$ cat config.mk
export PLATFORM = sky130hd
export DESIGN_NAME = dcache_ctrl
export DESIGN_NICKNAME = d
export VERILOG_FILES = /design/src/rtl/dcache_ctrl.sv
export SDC_FILE = /design/constraint.sdc
export NUM_CORES = 1
export LEC_CHECK = 0
export ABC_AREA = 1
export BUFFER_PORTS_ARGS = -buffer_cell sky130_fd_sc_hd__buf_2
export CAP_MARGIN = 30
export CORE_MARGIN = 5
export CORE_UTILIZATION = 31
export CTS_CLUSTER_SIZE = 30
export DETAILED_ROUTE_END_ITERATION = 7
export PLACE_DENSITY_LB_ADDON = 0.15
export SLEW_MARGIN = 5
export SYNTH_ARGS = -nofsm -noshare
export SYNTH_HDL_FRONTEND = slang
export SYNTH_SLANG_ARGS = --single-unit
$ cat constraint.sdc
create_clock -name CLK -period 7.89 [get_ports CLK]
set_input_delay 1.1835 -clock CLK [delete_from_list [all_inputs] [get_ports CLK]]
set_output_delay 1.1835 -clock CLK [all_outputs]
set_load 0.01 [all_outputs]
$ cat src/rtl/dcache_ctrl.sv
// dcache_ctrl: direct-mapped, write-back, write-allocate data cache controller.
// The core's word port is served from a small line array. A miss stalls the core
// while the controller optionally writes back the dirty victim line and then
// fills the requested line over the 128-bit D-memory port.
module dcache_ctrl #(
    parameter int NUM_LINES = 8,
    parameter int MEM_LAT   = 4
) (
    input  logic         CLK,
    input  logic         RSTn,
    input  logic         CPU_REQ,
    input  logic         CPU_WE,
    input  logic [13:0]  CPU_ADDR,
    input  logic [3:0]   CPU_BE,
    input  logic [31:0]  CPU_WDATA,
    output logic [31:0]  CPU_RDATA,
    output logic         CPU_STALL,
    output logic         D_MEM_CSN,
    output logic         D_MEM_WEN,
    output logic [9:0]   D_MEM_ADDR,
    output logic [127:0] D_MEM_DOUT,
    input  logic [127:0] D_MEM_DI,
    output logic [31:0]  ACC_CNT,
    output logic [31:0]  MISS_CNT
);

    localparam int IDX_W = $clog2(NUM_LINES);
    localparam int TAG_W = 10 - IDX_W;
    localparam int CNT_W = $clog2(MEM_LAT) + 1;
    localparam logic [CNT_W-1:0] CNT_LAST = CNT_W'(MEM_LAT - 1);

    typedef enum logic [1:0] {
        ST_IDLE = 2'd0,
        ST_WB   = 2'd1,
        ST_FILL = 2'd2
    } state_t;

    // Byte-enable merge of a store into an existing word.
    function automatic logic [31:0] merge_bytes(
        input logic [31:0] old_w,
        input logic [31:0] new_w,
        input logic [3:0]  be
    );
        logic [31:0] r;
        r = old_w;
        for (int b = 0; b < 4; b++) begin
            if (be[b]) begin
                r[8*b +: 8] = new_w[8*b +: 8];
            end else begin
                r[8*b +: 8] = old_w[8*b +: 8];
            end
        end
        return r;
    endfunction

    // Cache storage and controller state
    logic [NUM_LINES-1:0] valid_q;
    logic [NUM_LINES-1:0] dirty_q;
    logic [TAG_W-1:0]     tag_q  [NUM_LINES];
    logic [127:0]         data_q [NUM_LINES];

    state_t               state_q;
    logic [CNT_W-1:0]     cnt_q;
    logic                 csn_q;
    logic                 wen_q;
    logic [9:0]           addr_q;
    logic [127:0]         dout_q;
    logic [31:0]          acc_q;
    logic [31:0]          miss_q;

    // Request decode
    logic [IDX_W-1:0] idx_s;
    logic [TAG_W-1:0] tag_s;
    logic [1:0]       word_s;
    logic [31:0]      rd_word_s;
    logic             hit_s;
    logic             stall_s;
    logic             miss_s;
    logic             store_hit_s;
    logic             fill_done_s;
    logic             unused_s;

    assign idx_s     = CPU_ADDR[4 +: IDX_W];
    assign tag_s     = CPU_ADDR[13 -: TAG_W];
    assign word_s    = CPU_ADDR[3:2];
    assign unused_s  = ^CPU_ADDR[1:0];
    assign rd_word_s = data_q[idx_s][{word_s, 5'b00000} +: 32];
    assign hit_s     = CPU_REQ & valid_q[idx_s] & (tag_q[idx_s] == tag_s);

    // Stall decision: only an IDLE hit or an idle core proceeds.
    always_comb begin
        stall_s = 1'b1;
        case (state_q)
            ST_IDLE: begin
                if (CPU_REQ && !hit_s) begin
                    stall_s = 1'b1;
                end else begin
                    stall_s = 1'b0;
                end
            end
            ST_WB:   stall_s = 1'b1;
            ST_FILL: stall_s = 1'b1;
            default: stall_s = 1'b1;
        endcase
    end

    assign miss_s      = (state_q == ST_IDLE) & CPU_REQ & ~hit_s;
    assign store_hit_s = RSTn & (state_q == ST_IDLE) & hit_s & CPU_WE;
    assign fill_done_s = RSTn & (state_q == ST_FILL) & (cnt_q == CNT_LAST);

    // Miss FSM: sequences write-back and fill, drives the memory port registers.
    always_ff @(posedge CLK) begin
        if (!RSTn) begin
            state_q <= ST_IDLE;
            cnt_q   <= '0;
            valid_q <= '0;
            dirty_q <= '0;
            csn_q   <= 1'b1;
            wen_q   <= 1'b1;
            addr_q  <= 10'd0;
            dout_q  <= 128'd0;
        end else begin
            case (state_q)
                ST_IDLE: begin
                    cnt_q <= '0;
                    if (miss_s) begin
                        if (valid_q[idx_s] && dirty_q[idx_s]) begin
                            state_q <= ST_WB;
                            csn_q   <= 1'b0;
                            wen_q   <= 1'b0;
                            addr_q  <= {tag_q[idx_s], idx_s};
                            dout_q  <= data_q[idx_s];
                        end else begin
                            state_q <= ST_FILL;
                            csn_q   <= 1'b0;
                            wen_q   <= 1'b1;
                            addr_q  <= CPU_ADDR[13:4];
                        end
                    end else if (store_hit_s) begin
                        // A hit store marks the line dirty even with no bytes enabled.
                        dirty_q[idx_s] <= 1'b1;
                    end
                end
                ST_WB: begin
                    if (cnt_q == CNT_LAST) begin
                        // Chain straight into the fill with no idle gap.
                        state_q        <= ST_FILL;
                        cnt_q          <= '0;
                        dirty_q[idx_s] <= 1'b0;
                        wen_q          <= 1'b1;
                        addr_q         <= CPU_ADDR[13:4];
                    end else begin
                        cnt_q <= cnt_q + CNT_W'(1);
                    end
                end
                ST_FILL: begin
                    if (cnt_q == CNT_LAST) begin
                        state_q        <= ST_IDLE;
                        cnt_q          <= '0;
                        valid_q[idx_s] <= 1'b1;
                        dirty_q[idx_s] <= 1'b0;
                        csn_q          <= 1'b1;
                        wen_q          <= 1'b1;
                    end else begin
                        cnt_q <= cnt_q + CNT_W'(1);
                    end
                end
                default: begin
                    state_q <= ST_IDLE;
                    cnt_q   <= '0;
                    csn_q   <= 1'b1;
                    wen_q   <= 1'b1;
                end
            endcase
        end
    end

    // Line data and tag array: fill capture and store byte merge (never cleared).
    always_ff @(posedge CLK) begin
        if (fill_done_s) begin
            data_q[idx_s] <= D_MEM_DI;
            tag_q[idx_s]  <= tag_s;
        end else if (store_hit_s) begin
            data_q[idx_s][{word_s, 5'b00000} +: 32] <= merge_bytes(rd_word_s, CPU_WDATA, CPU_BE);
        end
    end

    // Saturating performance counters for completed accesses and misses.
    always_ff @(posedge CLK) begin
        if (!RSTn) begin
            acc_q  <= 32'd0;
            miss_q <= 32'd0;
        end else begin
            if (CPU_REQ && !stall_s && (acc_q != 32'hFFFF_FFFF)) begin
                acc_q <= acc_q + 32'd1;
            end
            if (miss_s && (miss_q != 32'hFFFF_FFFF)) begin
                miss_q <= miss_q + 32'd1;
            end
        end
    end

    assign CPU_RDATA  = rd_word_s;
    assign CPU_STALL  = stall_s;
    assign D_MEM_CSN  = csn_q;
    assign D_MEM_WEN  = wen_q;
    assign D_MEM_ADDR = addr_q;
    assign D_MEM_DOUT = dout_q;
    assign ACC_CNT    = acc_q;
    assign MISS_CNT   = miss_q;

endmodule
==> results by group, run 1 <==
Run status
  – Status: finished, final reports clean

Synth
  – Synth top cells by count: 2288 x nand2_1, 1080 x edfxtp_1, 558 x nor2_1
  – Synthesized cell area: 56400 um^2
  – Top-count cell post-synth: nand2_1
  – Post-synthesis async set-or-reset flop share: 0
  – Syn nets: 6059
  – Register area share after synthesis: 0.655
  – Cell count after synthesis: a little under 6000
  – #FFs+latches synth: 1305
  – Netlist cell types: 38
  – Syn avg cell area: 9.61 um^2
  – Area leader, netlist: edfxtp_1
  – Yosys warns: 0
  – Synth top area cells: edfxtp_1 58%, nand2_1 15%, dfxtp_1 8.0%
  – Post-synth top area share: 0.575
  – Most used flip-flop cell after synthesis: edfxtp_1
  – Number of synthesized flops with an enable pin: 1080

Power and ir drop
  – Sw power: 0.00390 W
  – Reg power frac: 0.481
  – P_int: 0.0117 W
  – Maximum VDD drop: between 0.2 and 0.25 mV
  – Power Density: 236 nW/um^2
  – Logic pwr share: 0.086
  – Final Power: between 0.015 and 0.02 W
  – Pleak: 26.9 nW
  – Switching share of power: 0.250
  – Clock Power Share: 0.433

Global routing
  – Total track usage: 0.228
  – Global-route wire length before repair: ~310000 um
  – Pin count of the biggest net entering global routing: 99
  – Initial antenna violation count: 10
  – Vias in the first global route: 41411
  – GR Overflow Total: 0

Finish
  – Fillers: 18225
  – Multi-input combinational cell area: 17200 um^2
  – Area Growth Syn to Fin: 17.4%
  – Share of layout cells above drive strength 1: 0.132
  – Final non-filler cell total: around 9000
  – Nets: approximately 6500
  – FF/Latch Area: 36900 um^2

Flow run
  – Max_cap viols: 0

Place
  – Global placer's final weighted congestion: approximately 0.93
  – HPWL after detailed placement: about 150000 um
  – # port buffers: approximately 420
  – Placed Instances: 8484
  – Setup WS pre-CTS: 1.52 ns

Critical path
  – Data arrival, critical path: 4.69 ns
  – FF-to-FF Start: tag_q[3][4]$_DFFE_PP_
  – Worst Setup Start Kind: input port
  – Req. time, crit path: 6.71 ns
  – Critical path fanouts, max: 24
  – CP Class: in -> out
  – Nature of the critical path endpoint: output port
  – Critical path origin: CPU_ADDR[6]

Floorplanning
  – Initial Util: 0.312
  – # rows: 156
  – I/O Pins: 419
  – Core area: ~180000 um^2
  – Die width: 436 um
  – Die area: 191000 um^2
  – Chip height: approximately 440 um

CTS
  – H-tree Lvls: 4
  – Clk_lat worst skew: 0.79 ns
  – Total CTS buffers: 150
  – Max Root-Sink Buffers: 3
  – CTS sink cnt: 1305
  – Setup repair bufs after CTS: 0
  – Root Buffer Master: clkbuf_16
  – Hold-fix buffers, CTS: 0
  – Post-cts resize count: 0
  – CTS tree: built
  – Clk slew on worst S/H paths: 0.06 ns

Drt
  – Via count: 43805
  – Number of vias per cell: 5.00
  – Post-DRT Antenna Nets: 0
  – WL per Instance: roughly 26 um
  – DRT Wirelength: roughly 220000 um
  – DR DRC count: 0
  – Drt first pass iters: 6
  – DR iter-0 viols: slightly below 4000

Min path
  – Worst Hold Launch: cnt_q[0]$_SDFF_PP0_
  – Worst hold path class: reg -> reg

Timing
  – Slew Limit Fails: 0
  – Slew @ Worst Pin: 0.996 ns
  – Final setup margin: 2.02 ns
  – Final count of hold timing violations: 0
  – Worst Skew: around 0.028 ns
  – Hold WS: 0.421 ns
  – Period utilization: 0.745
  – Setup TNS Final: 0 ns
  – FMAX: ~0.17 GHz
  – Max transition margin: 0.329
  – RSZ-0062 raised after global routing: no
  – Post-route minimum period: 5.87 ns
  – Final setup viols: 0
-- sequential cells by signal, indices dropped and copies added, names as in the netlist, named ones only --
name and count:
data_q 1024, D_MEM_DOUT 128, tag_q 56, ACC_CNT 32
MISS_CNT 32, D_MEM_ADDR 10, valid_q 8, cnt_q 3
state_q 2, D_MEM_CSN 1, D_MEM_WEN 1
-- power by group through the flow --
stage | registers [W] | logic, W | clock network (W)
2_1_floorplan | 0.00766 | 0.000687 | 0
3_5_place_dp | 0.00765 | 0.00134 | 0
4_1_cts | 0.00750 | 0.00135 | 0.00689
6_report | 0.00750 | 0.00134 | 0.00676
5_1_grt | 0.00750 | 0.00144 | 0.00715
3_3_place_gp | 0.00765 | 0.00132 | 0
-- final cells by class --
class                   instances  share of cell area
well taps                    2370              0.0448
repair buffers                563              0.0538
multi-input cells            4009               0.259
clock inverters                68             0.00924
clock buffers                 203              0.0612
diodes                          3            0.000113
inverters                     239              0.0139
flip-flops and latches       1305               0.558
-- cells by family (layout without fill, tap and decap cells) --
group	count (synthesis)	after routing	synth area share
adder cells (fa/ha/maj)	11	11	0.00244
flip-flops	1305	1305	0.655
AND/OR/NAND/NOR	3388	3388	0.242
buffers and inverters	552	1073	0.0414
AO/OA/AOI/OAI	556	556	0.0511
other	0	3	0
XOR/XNOR	54	54	0.00839
-- critical path, cell delays in order --
cell,delay [ns]
buf_4,0.18
inv_2,0.59
nand2_1,0.33
nor2_4,0.81
buf_4,0.36
buf_4,0.27
nand2_1,0.06
o21ai_0,0.07
nor2_1,0.07
nand3_1,0.07
nand3_1,0.23
nand2_1,0.26
buf_2,0.17
-- routing by layer --
layer	global-route usage	wire [um]
met4	0.120	13200
met3	0.0312	12200
met2	0.385	108000
met5	0	34
met1	0.285	91000
-- worst paths after layout --
check | to | slack [ns] | cells after the start
max | CPU_RDATA[18] | 2.02 | 13
min | cnt_q[0]$_SDFF_PP0_ | 0.42 | 1
max reg2reg | data_q[0][34]$_DFFE_PP_ | 3.34 | 17
min reg2reg | cnt_q[0]$_SDFF_PP0_ | 0.42 | 1
-- metrics by stage --
step | instance area (um^2) | util
after global routing | 66200 | 0.366
after CTS | 66200 | 0.366
final | 66200 | 0.366
after detailed placement | 61500 | 0.340
after global placement | 61100 | 0.338
after floorplan | 56400 | -
-- layout by cell type (no fill, tap or decap), drive strengths merged, types with 8 or more instances in the layout --
master,count
a21oi,217
buf,562
bufinv,9
clkbuf,204
clkinv,57
dfxtp,225
edfxtp,1080
ha,11
inv,239
nand2,2289
nand3,382
nand3b,8
nand4,64
nor2,569
nor3,25
nor4,18
o211ai,12
o21ai,297
o22ai,14
or2,29
xnor2,10
xor2,44
Note: power is estimated with default switching activity, not from simulation.
==> inputs of run 2 (changes only) <==
==> constraint.sdc (replaced) <==
create_clock -name CLK -period 5.8 [get_ports CLK]
set_input_delay 0.87 -clock CLK [delete_from_list [all_inputs] [get_ports CLK]]
set_output_delay 0.87 -clock CLK [all_outputs]
set_load 0.01 [all_outputs]
==> run 2 against run 1 <==
  * Setup slack got worse by 0.96 ns
  * Count of clock-buffer cells in the layout rose by 29
  * Die area did not move
  * Non-clock buffer count rose by 21
  * First-iteration DRC count fell by 4.9%
  * Via count fell by 0.23%
  * Sequential share of layout area fell by 0.51 points
  * Utilization rose by 0.34 points
  * Clock skew rose by 0.0076 ns
  * Flip-flop and latch count did not move
  * Power rose by 39%
  * Critical path type unchanged
  * Largest power group unchanged
==> results by group, run 2 (same netlist as run 1, synthesis figures left out) <==
Power and ir drop
  – Maximum VDD drop: 0.296 mV (was 0.207 mV)
  – Pleak: 27.2 nW (was 26.9 nW)
  – Logic pwr share: 0.085 (was 0.086)
  – Reg power frac: 0.472 (was 0.481)
  – Switching share of power: 0.246 (was 0.250)
  – Power Density: 324 nW/um^2 (was 236 nW/um^2)
  – Clock Power Share: 0.443 (was 0.433)
  – Sw power: 0.00531 W (was 0.00390 W)
  – P_int: 0.0163 W (was 0.0117 W)

Run status
  – Status: finished, final reports clean (unchanged)

Finish
  – Most flops, register: data_q (unchanged)
  – Commonest non-fill, non-tap cells in the layout: 2288 x nand2_1, 1080 x edfxtp_1, 554 x nor2_1, 411 x buf_2, 381 x nand3_1 (was 2288 x nand2_1, 1080 x edfxtp_1, 554 x nor2_1, 418 x buf_2, 381 x nand3_1)
  – Fin util: 0.369 (was 0.366)
  – Largest register FFs: 1024 (unchanged)
  – Share of layout cells above drive strength 1: 0.137 (was 0.132)
  – Area Growth Syn to Fin: 18.5% (was 17.4%)
  – Fillers: 18206 (was 18225)
  – Final non-filler cell total: 8794 (was 8760)
  – Commonest non-fill, non-tap cell in the layout: nand2_1 (unchanged)
  – Nets: 6483 (was 6461)

CTS
  – Total CTS buffers: 151 (was 150)
  – Post-cts resize count: 0 (unchanged)
  – Clk_lat worst skew: 0.80 ns (was 0.79 ns)
  – Hold-fix buffers, CTS: 0 (unchanged)
  – Max Root-Sink Buffers: 3 (unchanged)
  – CTS sink cnt: 1305 (unchanged)
  – H-tree Lvls: 4 (unchanged)
  – CTS tree: built (unchanged)
  – Setup repair bufs after CTS: 0 (unchanged)
  – Root Buffer Master: clkbuf_16 (unchanged)
  – Clk slew on worst S/H paths: 0.05 ns (was 0.06 ns)

Min path
  – Worst hold path class: in -> reg (was reg -> reg)
  – Worst Hold Launch: RSTn (was cnt_q[0]$_SDFF_PP0_)
  – Hold path cells: 2 (was 1)

Global routing
  – Met2 Usage GRT: 0.382 (was 0.385)
  – Met3 Use GR: 0.0311 (was 0.0312)
  – GRT busiest layer: met2 (unchanged)
  – Vias in the first global route: 41335 (was 41411)
  – Initial antenna violation count: 12 (was 10)
  – Total track usage: 0.229 (was 0.228)
  – Global-route wire length before repair: 313000 um (about the same)
  – Pin count of the biggest net entering global routing: 129 (was 99)
  – GRT met1 Usage: 0.287 (was 0.285)
  – GR Overflow Total: 0 (unchanged)

Critical path
  – R2R cell count: 9 (was 17)
  – Critical path origin: CPU_ADDR[4] (was CPU_ADDR[6])
  – CP Class: in -> out (unchanged)
  – Data arrival, critical path: 3.87 ns (was 4.69 ns)
  – Req. time, crit path: 4.93 ns (was 6.71 ns)
  – Worst Setup Start Kind: input port (unchanged)
  – FF-to-FF Start: state_q[0]$_SDFFE_PN0P_ (was tag_q[3][4]$_DFFE_PP_)
  – Nature of the critical path endpoint: output port (unchanged)
  – Critical path fanouts, max: 63 (was 24)

Timing
  – Max transition margin: 0.320 (was 0.329)
  – Slew @ Worst Pin: 1.02 ns (was 0.996 ns)
  – Slew Limit Fails: 0 (unchanged)
  – Setup TNS Final: 0 ns (unchanged)
  – Post-route minimum period: 4.74 ns
  – Final count of hold timing violations: 0 (unchanged)
  – RSZ-0062 raised after global routing: no (unchanged)
  – Period utilization: 0.817
  – Worst Skew: 0.0352 ns (was 0.0277 ns)
  – Final setup viols: 0 (unchanged)
  – FMAX: roughly 0.21 GHz

Floorplanning
  – Initial Util: 0.312 (unchanged)
  – Core area: 181000 um^2 (unchanged)
  – Die area: 191000 um^2 (unchanged)
  – # rows: 156 (unchanged)
  – Chip height: 436 um (unchanged)
  – Die width: 436 um (unchanged)
  – I/O Pins: 419 (unchanged)

Drt
  – DRT Wirelength: 224000 um (about the same)
  – WL per Instance: 25.5 um (was 25.6 um)
  – Drt first pass iters: 6 (unchanged)
  – DR iter-0 viols: 3690 (was 3879)
  – DR DRC count: 0 (unchanged)
  – Post-DRT Antenna Nets: 0 (unchanged)
  – Number of vias per cell: 4.97 (was 5.00)
  – Via count: 43705 (was 43805)

Place
  – Global placer's final weighted congestion: 0.934 (was 0.930)
  – HPWL after detailed placement: 151000 um (about the same)
  – # port buffers: 416 (unchanged)
  – Placed Instances: 8507 (was 8484)

Flow run
  – Max_cap viols: 0 (unchanged)
[run 2: changes by cell type in the layout (fill, tap and decap cells not counted), moves of 9 or more]
cell       change
buf_16        -10
buf_12        +22
clkinv_2       -9
clkbuf_16     +10
clkbuf_8      +22
buf_4         +15
[run 2: final timing paths]
| path | slack (ns) | endpoint |
|---|---|---|
| worst max register to register | 1.87 | data_q[7][72]$_DFFE_PP_ |
| worst min register to register | 0.43 | cnt_q[0]$_SDFF_PP0_ |
| worst min-delay path | 0.42 | D_MEM_WEN$_SDFFE_PN1P_ |
| worst max-delay path | 1.06 | CPU_RDATA[11] |
[run 2: critical path: stages]
cell,delay [ns]
buf_8,0.30
buf_4,0.69
buf_4,0.64
nand2_1,0.10
nand2_1,0.09
nand2_1,0.05
nand2_1,0.11
nand2_1,0.07
nand3_1,0.12
nand3_1,0.26
nand2_1,0.23
buf_2,0.16
[run 2: cell type report]
cell class | instances | area, um^2 | share of cell area
Antenna cell | 5 | 12.5 | 0.000187
Timing Repair Buffer | 584 | 3830 | 0.0573
Multi-Input combinational cell | 4009 | 17200 | 0.257
Clock buffer | 232 | 4600 | 0.0688
Sequential cell | 1305 | 36900 | 0.553
Tap cell | 2370 | 2970 | 0.0444
Inverter | 239 | 918 | 0.0137
Clock inverter | 50 | 413 | 0.00618
[run 2: routing by layer]
metal	up-vias	share of wire
met5	-	0.00018
met4	6	0.061
met3	375	0.050
met2	1395	0.48
met1	21468	0.41
li1	20461	-
[run 2: power groups by stage]
stage | registers [W] | clock network, W | logic, W
2_1_floorplan | 0.0104 | 0 | 0.000935
3_3_place_gp | 0.0104 | 0 | 0.00183
3_5_place_dp | 0.0104 | 0 | 0.00183
4_1_cts | 0.0102 | 0.00977 | 0.00184
5_1_grt | 0.0102 | 0.0102 | 0.00197
6_report | 0.0102 | 0.00958 | 0.00184
[run 2: metrics by stage]
stage	setup WS [ns]	cell area [um^2]	total power, W	hold WS [ns]
after CTS	1.06	66800	0.0218	0.389
final	1.06	66800	0.0216	0.422
after global placement	0.864	61800	0.0122	0.407
after global routing	0.859	66800	0.0223	0.405
after floorplan	1.96	56400	0.0113	0.399
after detailed placement	0.843	61800	0.0122	0.422
